`src/rtl/pmem_arbiter.sv`:
```
// -----------------------------------------------------------------------------
// pmem_arbiter
//
// Arbitrates the single physical-memory port between L2 line fills and the
// eviction write buffer (EWB). Only one pmem command is outstanding at a time.
// Arbitration happens only in IDLE. The winning address and data are latched
// on the transition edge. The command is driven from the following cycle until
// pmem_resp.
//
// Read/write priority: same-line hazard first, then a starved write, then a
// read, then a write. A write counts as starved once STARVE_LIMIT consecutive
// reads have been granted while it was pending.
//
// Optional feature macro: EWB_ARB_FWD_EN
//   defined   : a fill that hits the line held in the EWB is answered
//               directly from ewb_wdata in a one-cycle FWD state, with no pmem
//               access. The EWB write stays pending.
//   undefined : the hazard forces the write to drain first, and the read is
//               granted from the next IDLE.
//
// Parameters
//   STARVE_LIMIT     max consecutive read grants while a write waits (1..7)
// Ports
//   clk, rst_n       clock, asynchronous active-low reset
//   l2_pmem_read     L2 fill request, held until l2_resp
//   l2_pmem_raddress fill address (16b)
//   l2_rdata         fill line (128b), zero unless l2_resp
//   l2_resp          one-cycle fill-complete pulse
//   ewb_write        EWB holds a dirty line, held until ewb_done
//   ewb_address      buffered line address (16b)
//   ewb_wdata        buffered line data (128b)
//   ewb_done         one-cycle write-drained pulse
//   pmem_read        physical memory read command
//   pmem_write       physical memory write command
//   pmem_address     physical memory address (16b)
//   pmem_wdata       write data (128b), zero outside WRITE
//   pmem_rdata       read data (128b)
//   pmem_resp        physical memory completion
// -----------------------------------------------------------------------------
module pmem_arbiter #(
    parameter int unsigned STARVE_LIMIT = 4
) (
    input  logic         clk,
    input  logic         rst_n,
    input  logic         l2_pmem_read,
    input  logic [15:0]  l2_pmem_raddress,
    output logic [127:0] l2_rdata,
    output logic         l2_resp,
    input  logic         ewb_write,
    input  logic [15:0]  ewb_address,
    input  logic [127:0] ewb_wdata,
    output logic         ewb_done,
    output logic         pmem_read,
    output logic         pmem_write,
    output logic [15:0]  pmem_address,
    output logic [127:0] pmem_wdata,
    input  logic [127:0] pmem_rdata,
    input  logic         pmem_resp
);

    localparam logic [1:0] S_IDLE  = 2'd0;
    localparam logic [1:0] S_READ  = 2'd1;
    localparam logic [1:0] S_WRITE = 2'd2;
`ifdef EWB_ARB_FWD_EN
    localparam logic [1:0] S_FWD   = 2'd3;
`endif

    localparam logic [2:0] LIMIT = 3'(STARVE_LIMIT);

    logic [1:0]   state_q, state_d;
    logic [15:0]  addr_q, addr_d;
    logic [127:0] wdata_q, wdata_d;
    logic [2:0]   starve_q, starve_d;
    logic         rd_grant, wr_grant;
    logic         hazard;

    // A pending fill targets the same 16-byte line as the buffered eviction.
    assign hazard = l2_pmem_read & ewb_write &
                    (l2_pmem_raddress[15:4] == ewb_address[15:4]);

    // NOTE: every signal assigned in a combinational block gets a default
    // first, so no path leaves it unassigned and no latch is inferred.
    always_comb begin
        state_d  = state_q;
        addr_d   = addr_q;
        wdata_d  = wdata_q;
        rd_grant = 1'b0;
        wr_grant = 1'b0;

        case (state_q)
            S_IDLE: begin
                if (hazard) begin
`ifdef EWB_ARB_FWD_EN
                    // Answer the fill from the buffered line. The write stays queued.
                    state_d = S_FWD;
                    wdata_d = ewb_wdata;
`else
                    // Drain the dirty line before the fill can read stale memory.
                    wr_grant = 1'b1;
`endif
                end else if (ewb_write && (starve_q == LIMIT)) begin
                    wr_grant = 1'b1;
                end else if (l2_pmem_read) begin
                    rd_grant = 1'b1;
                end else if (ewb_write) begin
                    wr_grant = 1'b1;
                end

                if (wr_grant) begin
                    state_d = S_WRITE;
                    addr_d  = ewb_address;
                    wdata_d = ewb_wdata;
                end
                if (rd_grant) begin
                    state_d = S_READ;
                    addr_d  = l2_pmem_raddress;
                end
            end
            S_READ:  if (pmem_resp) state_d = S_IDLE;
            S_WRITE: if (pmem_resp) state_d = S_IDLE;
            default: state_d = S_IDLE;   // FWD lasts exactly one cycle
        endcase
    end

    // Starvation counter: counts read grants that bypass a waiting write.
    always_comb begin
        starve_d = starve_q;
        if (!ewb_write || wr_grant) begin
            starve_d = 3'd0;
        end else if (rd_grant && (starve_q != LIMIT)) begin
            starve_d = starve_q + 3'd1;
        end
    end

    // NOTE: sequential state uses non-blocking assignments, so every register
    // samples the pre-edge values no matter how the blocks are ordered.
    // NOTE: the address and data latches are ordinary registers, not a memory
    // array. They are reset to zero like the rest of the state.
    always_ff @(posedge clk or negedge rst_n) begin
        if (!rst_n) begin
            state_q  <= S_IDLE;
            addr_q   <= '0;
            wdata_q  <= '0;
            starve_q <= '0;
        end else begin
            state_q  <= state_d;
            addr_q   <= addr_d;
            wdata_q  <= wdata_d;
            starve_q <= starve_d;
        end
    end

    // All outputs decode from the registered state. Reset forces IDLE, so the
    // outputs fall to zero asynchronously with rst_n.
    always_comb begin
        pmem_read    = 1'b0;
        pmem_write   = 1'b0;
        pmem_address = '0;
        pmem_wdata   = '0;
        l2_resp      = 1'b0;
        l2_rdata     = '0;
        ewb_done     = 1'b0;

        case (state_q)
            S_READ: begin
                pmem_read    = 1'b1;
                pmem_address = addr_q;
                if (pmem_resp) begin
                    l2_resp  = 1'b1;
                    l2_rdata = pmem_rdata;
                end
            end
            S_WRITE: begin
                pmem_write   = 1'b1;
                pmem_address = addr_q;
                pmem_wdata   = wdata_q;
                ewb_done     = pmem_resp;
            end
`ifdef EWB_ARB_FWD_EN
            S_FWD: begin
                l2_resp  = 1'b1;
                l2_rdata = wdata_q;
            end
`endif
            default: ;
        endcase
    end

endmodule

```
`config.mk`:
```
export PLATFORM = sky130hd
export DESIGN_NAME = pmem_arbiter
export DESIGN_NICKNAME = d
export VERILOG_FILES = /design/src/rtl/pmem_arbiter.sv
export SDC_FILE = /design/constraint.sdc
export NUM_CORES = 1
export LEC_CHECK = 0
export ABC_CLOCK_PERIOD_IN_PS = 2550
export CORE_AREA = 5 5 218 220
export CTS_CLUSTER_SIZE = 14
export DETAILED_ROUTE_END_ITERATION = 12
export DIE_AREA = 0 0 223 225
export SETUP_SLACK_MARGIN = 0.3
export SLEW_MARGIN = 20
export SYNTH_ARGS = -nofsm -noshare
export SYNTH_HDL_FRONTEND = slang
export SYNTH_SLANG_ARGS = --single-unit
export TNS_END_PERCENT = 10
```
`constraint.sdc`:
```
create_clock -name clk -period 2.55 [get_ports clk]
set_input_delay 0.6375 -clock clk [delete_from_list [all_inputs] [get_ports clk]]
set_output_delay 0.6375 -clock clk [all_outputs]
set_load 0.05 [all_outputs]
```
-- Word-level counts from Yosys, hierarchy flattened
Index checks and enable logic that the tools add are counted.
- input port bits: 293
- memories: 0
- latch bits: 0
- bits in writable memories: 0
- memory bits (read-only): 0
- output and inout port bits: 276
- register bits: 149
- multiply operators: 0
- muxes and demuxes: 28
- divide/modulo/power cells: 0
- shift-type cells: 0
- equality and inequality tests: 7
- reduce and logical (&&, ||, !) cells: 11
- order comparisons: 0
- add/sub/neg operators: 1
- bitwise operators: 2
- operator list (cell ; number):
    2-to-1 mux 128 bit ; 3
    2-to-1 mux 16 bit ; 3
    2-to-1 mux 1 bit ; 16
    == test 12 bit ; 1
    2-to-1 mux 2 bit ; 3
    2-to-1 mux 3 bit ; 2
    AND reduction 2 bit ; 3
    case mux 2 bit (2 select lines) ; 1
    nonzero test 2 bit ; 2
    adder 3 x 1 -> 3 bit (second input constant) ; 1
    == test 3 bit (second input constant) ; 1
    inequality test 3 x 1 -> 1 bit (second input constant) ; 1
    inequality test 3 bit (second input constant) ; 1
    bitwise AND 1 bit ; 2
    == test 2 x 1 -> 1 bit (second input constant) ; 1
    == test 2 bit (second input constant) ; 1
    logical AND 1 bit ; 2
    logical NOT 2 bit ; 1
    inequality test 2 x 1 -> 1 bit (second input constant) ; 1
    OR reduction 2 bit ; 1
    logical NOT 1 bit ; 1
    logical OR 1 bit ; 1

-- Longest topological paths before layout
- word-level depth: 9
- mapped depth: 8

-- Least setup slack after synthesis
OpenSTA, ideal clock, no wires.
- kind: register -> output
- start: register state_q[1]
- end: output l2_rdata[100]
- arrival: 1947 ps
- stages on the path, launching flop included: 6
- slack: -34 ps
- cell sequence: dfrtp_1 > inv_1 > ha_1 > clkbuf_1 > clkbuf_1 > and3_1
- cells in the longest elaborated chain, start to end: 2
- ends and longest elaborated chain (what ; line ; text):
    start: declaration ; 70 ; logic [1:0] state_q, state_d;
    start signal: assignment ; 146 ; state_q <= state_d;
    == test 2 x 1 -> 1 bit ; 164 ; case (state_q)
    2-to-1 mux 128 bit ; 164 ;
    end: declaration ; 47 ; output logic [127:0] l2_rdata,
Every way passes these cells.

-- Final worst setup path
- start: register state_q[1]
- end: output pmem_wdata[57]
- cells in the longest elaborated chain, start to end: 2
- ends and longest elaborated chain (what ; line ; text):
    == test 2 bit ; 164 ;
    2-to-1 mux 128 bit ; 164 ;
    end: declaration ; 56 ; output logic [127:0] pmem_wdata,
Every way passes these cells.

==> out/results.tsv <==
metric	value	unit
outcome	finished clean	
layout cells sized above 1	62.58	%
startpoint types	flop	
actual slew at the worst max-slew pin	502.6	ps
drt drc	0	
register area share after synthesis	44.19	%
Max FO, Critical Path	15	
async set-reset flop share out of synthesis	100.0	%
clk_skew	6.364	ps
drt total wl	41.92	mm
Final Wtd Congestion	0.8889	
CP most frequent cell	buf_12	
min Tclk post-route	2503	ps
largest net degree at the start of global routing	73	
area of the die	50180	sq um
Hold Buf Count CTS	0	
Finished Cell Area	19630	sq um
final core utilization	43.53	%
final cell count without fillers	1898	
worst path buffer plus inverter count	4	
synth warn	0	
ys flop type	dfrtp_1	
average wire per standard cell	22.08	microns
clock slew at reported path FFs	60	ps
EDFF count, synth	0	
Hold Slack	112.1	ps
Max Slew Vio Count	0	
vias in the first global route	8463	
initial antenna violation count	3	
FMAX	399.6	MHz
syn avg cell area	12.05	sq um
dpl cells	1840	
clk root buf	clkbuf_16	
Critical Path Max Stage Delay	400	ps
die height	225	microns
WP data arrival	1870	ps
Initial Utilization	18.71	%
Synth Net Count	998	
Core ar.	45090	sq um
fin nets	1582	
Max Buffers Root-to-Sink	2	
Gate Count Post-Synth	700	
via count	7745	
Die W	223	microns
post-detail-place hpwl	32.05	mm
P&R area growth vs syn	132.7	%
Slew Limit Headroom	66.49	%
I/O pins	569	
Yosys reg bits	149	
Worst EP required	1910	ps
Fin. Hold Viols	0	
P_leak	8.728	nW
CP endpoint kind	output port	
Yosys cell types	33	
CP max-delay cell	dfrtp_1	
clk sinks	149	
# port buffers	568	
PwrDens	1042	nW/um^2
RSZ-0062 raised after global routing	yes	
final setup vio count	0	
row count	78	
VDD IR max	0.6143	mV
Max Cap Viol	0	
vias per cell	4.081	
period utilization	98.15	%
post-synthesis cell area	8437	sq um
global route overflow	0	
Initial DRT Pass Iterations	4	
DRT antenna net count	0	
Top delay family on crit path	buffers and inverters	
TritonCTS Buffers	17	
first-pass GRT wire length	59.50	mm
Clock Latency Late Sink	450	ps
CTS tree	done	
Post-DP Area	18020	sq um
1st-iter DRT viols	219	
CP Cell Sequence	buf_4 > ha_4 > buf_12 > clkbuf_16 > and2_2 > buf_12	
htree depth	4	
overall routing resource usage	15.89	%
CP Class	reg2out	
hold crit path type	in2async	
==> worst paths after layout <==
check                                 end  cells past startpoint  slack, ps                 start
min                          wdata_q[127]                      1        110                 rst_n
max reg2reg                   wdata_q[29]                      7        470           starve_q[0]
max in group asynchronous     wdata_q[82]                      2       1790                 rst_n
min in group clk               addr_q[14]                      2        490  l2_pmem_raddress[14]
min reg2reg                   wdata_q[98]                      1        490           wdata_q[98]
max                        pmem_wdata[57]                      6         50            state_q[1]
==> cell usage in the layout, fill, tap and decap left out, types with 3 or more instances in the layout <==
master and count:
buf_4 27, dlygate4sd2_1 12, nand2_1 4, mux2_2 41, and2_2 49, buf_16 5
clkdlybuf4s50_1 266, nand4_1 5, inv_1 3, buf_12 289, buf_6 5, clkbuf_8 3
dlymetal6s2s_1 12, bufbuf_16 3, and2_4 95, and3_1 3, xnor2_2 6, and2_1 4
and3_4 62, ha_4 3, bufinv_16 3, and3_2 63, dfrtp_1 148, mux2_1 4
clkbuf_16 23, clkbuf_1 3, mux2_4 115, xnor2_1 6
==> layout make-up <==
class / count / area, sq um
Clock buffer: 23 / 478.0
Fill cell: 4096 / 25460
Tap cell: 600 / 750.7
Clock inverter: 8 / 123.9
Sequential cell: 149 / 3730
Timing Repair Buffer: 627 / 9368
Inverter: 5 / 18.77
Antenna cell: 2 / 5.005
Multi-Input combinational cell: 484 / 5155
==> layer usage <==
metal  track usage (%)  vias up  share of wire (%)
li1                  -     3575                  -
met1             19.91     3840                 42
met2             25.54      275                 48
met3             5.380       53                7.0
met4             5.810        2                2.5
met5                 0        -              0.031
==> logic make-up after synthesis <==
group	synth area share, %
buffers and inverters	4.419
and+or+nand+nor	22.39
AOI/OAI and AO/OA	0.7563
adders and majority gates	0.7415
DFF	44.19
xor gates and xnor gates	1.246
muxes	26.25
==> state kept, by name, summed over array words and instances (netlist names) <==
signal,count
wdata_q,128
addr_q,16
starve_q,3
state_q,2
==> cell usage after synthesis (2+ instances only) <==
master / instances / share of area (%)
xnor2_1: 12 / 1.2
buf_2: 3 / 0.18
clkbuf_1: 44 / 2.0
nor2_1: 2 / 0.089
buf_6: 13 / 1.7
ha_1: 5 / 0.74
and2_1: 148 / 11
mux2_2: 41 / 5.5
o22ai_1: 2 / 0.15
nand4_1: 5 / 0.37
inv_1: 5 / 0.22
nand2_1: 4 / 0.18
mux2_4: 110 / 20
mux2_1: 9 / 1.2
dfrtp_1: 149 / 44
nand3_1: 4 / 0.24
and3_1: 128 / 9.5
==> per-stage QoR <==
step	TNS [ps]	power (mW)	setup WS (ps)
after floorplan	0	10.62	204.5
after global placement	-43150	16.26	-351.3
after detailed placement	-41860	16.42	-337.0
after CTS	-1001	20.16	-38.28
after global routing	-2358	21.32	-33.53
final	0	20.45	47.18
==> power by group <==
| group | total [mW] | switching (mW) | leakage, nW | internal [mW] |
|---|---|---|---|---|
| logic | 13.6 | 6.23 | 6.67 | 7.35 |
| registers | 4.25 | 0.686 | 1.76 | 3.56 |
| clock network | 2.63 | 1.02 | 0.289 | 1.61 |
| total | 20.4 | 7.94 | 8.73 | 12.5 |
==> what timing repair did <==
action	4_1_cts	5_1_grt
cloned	6	7
pin swaps	62	34
resized for setup	114	96
setup endpoints to repair	411	420
setup buffers	10	2
(Power assumes the default switching activity.)
